**config.mk**
```make
export PLATFORM = sky130hd
export DESIGN_NAME = sm3_msg_expnd
export DESIGN_NICKNAME = d
export VERILOG_FILES = /design/src/rtl/sm3_pkg.sv /design/src/rtl/sm3_w_gen.sv /design/src/rtl/sm3_msg_expnd.sv
export SDC_FILE = /design/constraint.sdc
export NUM_CORES = 1
export LEC_CHECK = 0
export CAP_MARGIN = 20
export CORE_ASPECT_RATIO = 1.75
export CORE_MARGIN = 5
export CORE_UTILIZATION = 35
export CTS_CLUSTER_SIZE = 12
export DETAILED_ROUTE_END_ITERATION = 8
export GPL_TIMING_DRIVEN = 0
export HOLD_SLACK_MARGIN = 0.02
export PLACE_DENSITY_LB_ADDON = 0.25
export SLEW_MARGIN = 30
export SYNTH_ARGS = -nofsm -noshare
export SYNTH_HDL_FRONTEND = slang
export SYNTH_HIERARCHICAL = 1
export SYNTH_SLANG_ARGS = --single-unit
```
**constraint.sdc**
```tcl
create_clock -name clk -period 3.8 [get_ports clk]
set_input_delay 0.57 -clock clk [delete_from_list [all_inputs] [get_ports clk]]
set_output_delay 0.57 -clock clk [all_outputs]
set_load 0.02 [all_outputs]
```
**src/rtl/sm3_pkg.sv**
```systemverilog
// Shared SM3 definitions: sizes, expander state encoding and the rotate /
// permutation helpers used by the expander and the compression stage.
package sm3_pkg;

    localparam int WD_W       = 32;
    localparam int BLK_WD_NUM = 16;
    localparam int RND_NUM    = 64;

    typedef enum logic {
        LOAD = 1'b0,
        EXPD = 1'b1
    } state_t;

    function automatic logic [WD_W-1:0] rol(input logic [WD_W-1:0] x, input int unsigned n);
        return (x << n) | (x >> (WD_W - n));
    endfunction

    // P0 belongs to the compression stage; it lives here so both share one copy.
    function automatic logic [WD_W-1:0] p0(input logic [WD_W-1:0] x);
        return x ^ rol(x, 9) ^ rol(x, 17);
    endfunction

    function automatic logic [WD_W-1:0] p1(input logic [WD_W-1:0] x);
        return x ^ rol(x, 15) ^ rol(x, 23);
    endfunction

endpackage

```
**src/rtl/sm3_w_gen.sv**
```systemverilog
// Next-word generator: W_{j+16} from the window slots 0, 3, 7, 10 and 13.
module sm3_w_gen
    import sm3_pkg::*;
(
    input  logic [WD_W-1:0] s0,
    input  logic [WD_W-1:0] s3,
    input  logic [WD_W-1:0] s7,
    input  logic [WD_W-1:0] s10,
    input  logic [WD_W-1:0] s13,
    output logic [WD_W-1:0] w_nxt
);

    assign w_nxt = p1(s0 ^ s7 ^ rol(s13, 15)) ^ rol(s3, 7) ^ s10;

endmodule

```
**src/rtl/sm3_msg_expnd.sv**
```systemverilog
// SM3 message expander: gathers a 16-word block from the padder, then streams
// W_j / W'_j for rounds 0..63 to the compression stage, one per accepted cycle.
module sm3_msg_expnd
    import sm3_pkg::*;
(
    input  logic            clk,
    input  logic            rst_n,
    input  logic [WD_W-1:0] pad_d_i,
    input  logic            pad_vld_i,
    input  logic            pad_lst_i,
    output logic            blk_rdy_o,
    output logic [WD_W-1:0] exp_w_o,
    output logic [WD_W-1:0] exp_wp_o,
    output logic [5:0]      exp_rnd_o,
    output logic            exp_vld_o,
    output logic            exp_lst_o,
    input  logic            exp_rdy_i,
    output logic            ovf_err_o
);

    state_t          state;
    logic [3:0]      wd_cnt;
    logic [5:0]      rnd;
    logic            lst_flg;
    logic            ovf;
    logic [WD_W-1:0] win [BLK_WD_NUM];
    logic [WD_W-1:0] w_nxt;
    logic            expd;

    assign expd = (state == EXPD);

    sm3_w_gen u_w_gen (
        .s0    (win[0]),
        .s3    (win[3]),
        .s7    (win[7]),
        .s10   (win[10]),
        .s13   (win[13]),
        .w_nxt (w_nxt)
    );

    always_ff @(posedge clk or negedge rst_n) begin
        if (!rst_n) begin
            state   <= LOAD;
            wd_cnt  <= '0;
            rnd     <= '0;
            lst_flg <= 1'b0;
            ovf     <= 1'b0;
            for (int i = 0; i < BLK_WD_NUM; i++) win[i] <= '0;
        end else begin
            // The padder cannot stall, so a word arriving mid-expansion is lost.
            if (pad_vld_i && expd) ovf <= 1'b1;

            if (state == LOAD) begin
                if (pad_vld_i) begin
                    win[wd_cnt] <= pad_d_i;
                    wd_cnt      <= wd_cnt + 4'd1;
                    if (pad_lst_i) lst_flg <= 1'b1;
                    if (wd_cnt == 4'd15) begin
                        state <= EXPD;
                        rnd   <= '0;
                    end
                end
            end else if (exp_rdy_i) begin
                for (int i = 0; i < BLK_WD_NUM - 1; i++) win[i] <= win[i+1];
                win[BLK_WD_NUM-1] <= w_nxt;
                rnd               <= rnd + 6'd1;
                if (rnd == 6'(RND_NUM - 1)) begin
                    state   <= LOAD;
                    lst_flg <= 1'b0;
                end
            end
        end
    end

    // Ready drops one word early: the padder's input register may still hold
    // one word in flight after it last saw ready.
    assign blk_rdy_o = (state == LOAD) && (wd_cnt != 4'd15);
    assign exp_vld_o = expd;
    assign exp_w_o   = expd ? win[0] : '0;
    assign exp_wp_o  = expd ? (win[0] ^ win[4]) : '0;
    assign exp_rnd_o = rnd;
    assign exp_lst_o = expd && lst_flg && (rnd == 6'(RND_NUM - 1));
    assign ovf_err_o = ovf;

endmodule

```
==> impl_metrics.ini <==
[placement]
dp_hpwl_mm = 82.0
preCtsSetupSlack_ps = -76.4
place.port_buffers = 109
dp.cells = 3333
post_dp_cell_area_sq_um = 30800
gpl.final_weighted_congestion = 0.978

[sta]
timing.final.max_slew_violations = 0
hold_viol_final = 0
final_setup_slack_of_the_worst_path_ps = 97.7
setup_viol = 0
final.min_clock_period_ps = 3700
fmax_mhz = 270
worst_skew_ps = 20.9
slew_headroom = 0.360
fin_hold_ws_ps = 413
tightest_slew_ps = 960
layout_worst_path_cycle_share = 0.974

[power]
powerDensity_nw_per_um2 = 969
power.share.combinational = 0.535
internal_power_w = 0.0172
sw_frac_of_total = 0.451
max-vdd-ir-drop_mv = 0.457
power.sequential.fraction = 0.308
clockPowerShare = 0.157
total_leakage_power_nw = 15.2
p_switching_w = 0.0142

[drt]
first_iter_violations = 1266
drc = 0
detailroute.via_count = 19211
detail_route.wirelength_mm = 103
antenna_left = 0
route.detailed.vias_per_inst = 5.63
routedWlPerCell_um = 30.1
drtPass1Iterations = 5

[floorplan]
core_area_sq_um = 79900
die_h_um = 385
die-area_sq_um = 86500
core.rowCount = 137
initial_core_util = 0.353
boundaryPins = 111
horizontal_extent_of_the_die_um = 225

[logic_synthesis]
netlist-cell-type-count = 42
ys_seq_area_frac = 0.466
post_synth_instance_area_sq_um = 28200
synthArstFlopShare = 1.00
synth.ff_latch_count = 525
count_of_yosys_warnings_during_synthesis = 6
syn_area_per_cell_sq_um = 13.0
synthFlopType = sky130_fd_sc_hd__dfrtp_1
syn_nets = 2217
synth-edff-count = 0
synthCells = 2175

[critical_path]
crit_path_start_kind = flip-flop
timing.critical_path.arrival_ps = 3130
timing.critical_path.required_ps = 3230
timing.setup.critical_path_class = flip-flop to output pin
worst-path-max-fanout = 10
timing.critical_path.to_type = output pin

[outcome]
result_of_the_run = finished, final reports clean

[cells_and_area]
area_of_the_multi_input_gates_sq_um = 13800
n_fill_cell = 7710
layout.area.seq_sq_um = 13100
layout-drive-gt1-share = 0.307
finish.cell_count_without_fillers = 3415
stdcell_area_sq_um = 32400
design.final.nets = 2388
synthToLayoutAreaGrowth_pct = 14.8

[grt]
first_global_vias = 20823
grt_remaining_overflow = 0
track_usage = 0.234
grt_antenna_before_repair = 3
grt_pass1_wl_mm = 148
maximum_number_of_pins_on_one_net_before_global_route_repair = 89

[job]
max_cap_violation_count = 0

[clock_tree]
clock_latency_ps = 610
clockRootBuffer = sky130_fd_sc_hd__clkbuf_16
worst_setup_hold_path_clk_slew_ps = 60
cts_inserted_buffers = 52
cts_tree = built
ctsHtreeMaxLevel = 2
clockBufferDepth = 3
cts.sink_count = 525

[min_path]
worst_hold_path_type = input pin to flip-flop
## sequential cells by signal (all words and copies together) (netlist names)
signal	cells
win	512
lst_flg	1
ovf_err_o	1
wd_cnt	4
exp_rnd_o	6
exp_vld_o	1
## layer usage
metal  part of all wire  GRT usage
met1               0.37      0.262
met2               0.50      0.411
met3              0.041     0.0301
met4              0.087      0.159
met5                  0          0
## worst max-delay path: stages, from the launching register on
cell and delay [ps]:
sky130_fd_sc_hd__dfrtp_1 400, sky130_fd_sc_hd__buf_6 170, sky130_fd_sc_hd__buf_6 170, sky130_fd_sc_hd__buf_6 200
sky130_fd_sc_hd__buf_4 230, sky130_fd_sc_hd__buf_4 250, sky130_fd_sc_hd__clkbuf_4 310, sky130_fd_sc_hd__and2_1 160
sky130_fd_sc_hd__clkdlybuf4s50_1 620
## Yosys cell counts (all sizes together), types with 3 or more instances
library cell    n  area, sq um
clkbuf        129          484
a21oi           4         20.0
xnor2          99          867
and3b           8         70.1
a22o          512         4480
xnor3          32          757
and2           64          400
and3            4         25.0
o21ai          23          198
or3             3         18.8
nand3           3         15.0
buf           119          716
dfrtp         525        13100
nand2           8         32.5
nor2b          33          206
inv             5         18.8
ha              5         62.6
nor3b           4         50.1
xor2           64          561
nand3b          4         67.6
mux2          512         5880
## power groups by stage
stage / combinational, W / clock [W] / sequential, W
global route: 0.0175 / 0.00521 / 0.00978
finish: 0.0168 / 0.00493 / 0.00967
detailed placement: 0.0165 / 0 / 0.00970
global placement: 0.0163 / 0 / 0.00963
CTS: 0.0167 / 0.00501 / 0.00960
floorplan: 0.0107 / 0 / 0.00854
## layout make-up
class | count | share of cell area
clock inverters | 5 | 0.00201
clock buffers | 74 | 0.0449
inverters | 5 | 0.000580
diodes | 2 | 0.000155
repair buffers | 117 | 0.0404
plain buffers | 248 | 0.0386
multi-input cells | 1397 | 0.427
flip-flops and latches | 525 | 0.406
well taps | 1042 | 0.0403
## placed cells by master (no fill, tap or decap), types with 3 or more instances in the layout
cell type	count
sky130_fd_sc_hd__and2_1	64
sky130_fd_sc_hd__and3b_1	8
sky130_fd_sc_hd__nor3b_2	4
sky130_fd_sc_hd__dfrtp_1	525
sky130_fd_sc_hd__o21ai_0	7
sky130_fd_sc_hd__nand3b_4	3
sky130_fd_sc_hd__nand3_1	3
sky130_fd_sc_hd__buf_12	3
sky130_fd_sc_hd__nand2_1	7
sky130_fd_sc_hd__clkbuf_1	136
sky130_fd_sc_hd__nor2b_1	33
sky130_fd_sc_hd__a21oi_1	4
sky130_fd_sc_hd__buf_6	6
sky130_fd_sc_hd__o21ai_4	3
sky130_fd_sc_hd__xnor2_1	99
sky130_fd_sc_hd__buf_2	78
sky130_fd_sc_hd__inv_1	5
sky130_fd_sc_hd__mux2_4	30
sky130_fd_sc_hd__clkdlybuf4s50_1	104
sky130_fd_sc_hd__buf_4	22
sky130_fd_sc_hd__mux2_1	29
sky130_fd_sc_hd__and3_1	4
sky130_fd_sc_hd__buf_16	7
sky130_fd_sc_hd__ha_1	5
sky130_fd_sc_hd__xnor3_2	29
sky130_fd_sc_hd__buf_1	10
sky130_fd_sc_hd__o21ai_2	13
sky130_fd_sc_hd__clkbuf_4	3
sky130_fd_sc_hd__clkbuf_16	52
sky130_fd_sc_hd__or3_1	3
sky130_fd_sc_hd__a22o_1	512
sky130_fd_sc_hd__xnor3_1	3
sky130_fd_sc_hd__dlymetal6s2s_1	4
sky130_fd_sc_hd__clkbuf_8	10
sky130_fd_sc_hd__mux2_2	453
sky130_fd_sc_hd__xor2_1	64
## worst paths after layout
check | start | to | slack, ps | depth (start not counted)
min reg2reg | ovf_err_o | ovf_err_o | 470 | 1
min in group asynchronous | rst_n | win[474] | 450 | 2
min | pad_vld_i | ovf_err_o | 410 | 2
max | exp_vld_o | exp_wp_o[11] | 100 | 8
max reg2reg | win[269] | win[4] | 1050 | 5
max in group asynchronous | rst_n | win[296] | 1470 | 6
## through the flow
step	util	TNS, ps	power (W)
floorplan	-	0	0.0192
global placement	0.383	-	0.0260
detailed placement	0.385	-298	0.0262
CTS	0.405	0	0.0313
global route	0.405	-0.801	0.0325
finish	0.405	0	0.0314
## cells by family after synthesis
kind of cell    after synthesis  synth area share
mux                         514             0.209
simple gates                140            0.0339
xor+xnor                    195            0.0775
fa+ha+maj                     5           0.00222
buf+inv                     253            0.0432
flops                       525             0.466
compound gates              543             0.168
## what timing repair did
| action | 4_1_cts | 5_1_grt |
|---|---|---|
| endpoints found under the hold margin | 40 | 0 |
| setup endpoints to repair | 65 | 20 |
| hold buffers | 1 | 0 |
| pin swaps | 0 | 0 |
| resized for setup | 17 | 8 |
| setup buffers | 0 | 0 |
Note: power is estimated with default switching activity, not from simulation.
==> variant (same flow settings) <==
Reset style: synchronous (`rst_n`), changed in one clocked block.
--- a/src/rtl/sm3_msg_expnd.sv
+++ b/src/rtl/sm3_msg_expnd.sv
@@ -38,7 +38,7 @@
         .w_nxt (w_nxt)
     );
 
-    always_ff @(posedge clk or negedge rst_n) begin
+    always_ff @(posedge clk) begin
         if (!rst_n) begin
             state   <= LOAD;
             wd_cnt  <= '0;
Function: same outputs for any inputs over 4 cycles, from zero or initial values and one cycle with rst_n low; that may be too few to reach the edited logic, so the function may still have changed.
==> variant against the unedited design <==
Setup slack gained 0.29 ns; routed wire length shrank 16%; sequential cell count is the same; sequential share of layout area grew 13 points; via count shrank 11%; die area shrank 10%; fmax grew 8.5%; area after synthesis shrank 10%; register-to-register slack lost 0.40 ns; final area shrank 10%; global-route usage shrank 1.4 points; critical path type unchanged.
Power is not compared: it rests on default switching activity, and its combinational part moved more than twofold at a synthesized area within 25%.
==> variant: results <==
[layout]
diodes = 0
seq_cells = 525
inv_count = 7
multi_input_cells = 1227
clock_area_share_pct = 4.801
drive_above_1_share_pct = 10.03
finalNetCount = 2181
clock_buffers = 59
bufAreaShareNonClock_pct = 7.742

[run_status]
status = finished, final reports clean

[detailed_routing]
vias = 17175
finalWirelength_mm = 86.77
drtIter0Drc = 1462

[logic_synthesis]
ys_types = 38
synth_compound_area_share_pct = 15.97
synth_area_leaders = edfxtp_1 (61%), a22o_1 (12%), xnor2_1 (4.5%), o21ai_0 (3.7%), nand3_1 (3.7%)
yosys.area_share.xor_xnor_pct = 8.631
yosys-top-cells-count = edfxtp_1 (512), a22o_1 (332), o21ai_0 (187), nand3_1 (185), nand2_1 (163)
muxShareOfSynthArea_pct = 0.03964
synth_edf_count = 512

[worst_hold_path]
whs_endpoint = ovf_err_o$_SDFFE_PN0P_

[placed_design]
dp_slack_ns = 0.03147
post_dp_cell_area_um2 = 27660

[worst_setup_path]
r2r_slack_ns = 0.65
slowest_delay_ns = 0.60
r2r-end = win[3][8]$_DFFE_PP_

[sta]
relSlewSlack_pct = 34.97
skew_ns = 0.01362

[global_routing]
grt_pass1_wl_mm = 123.2
## variant: cell count changes in the layout (fill, tap and decap cells not counted), moves of 38 or more
cell,before,now
a22o_1,512,332
dfrtp_1,525,0
edfxtp_1,0,512
mux2_2,453,0
nand2_1,7,163
nand3_1,3,185
nor2_1,2,40
o21ai_0,7,185
## variant: per-layer routing
metal / global-route usage (%) / up-vias / share of wire [%] / wire length [µm]
li1: - / 7743 / - / -
met3: 2.990 / 167 / 4.5 / 3936
met1: 20.65 / 8695 / 32 / 27770
met4: 14.43 / 0 / 8.1 / 7050
met2: 43.05 / 570 / 55 / 48010
met5: 0 / - / 0 / 0
## variant: report_power, final
part	total (W)	switching (W)	internal, W	leakage [nW]
registers	0.00704	0.000274	0.00677	5.38
clock network	0.00471	0.00223	0.00248	0.682
logic	0.00172	0.00110	0.000623	4.13
total	0.0135	0.00360	0.00987	10.2
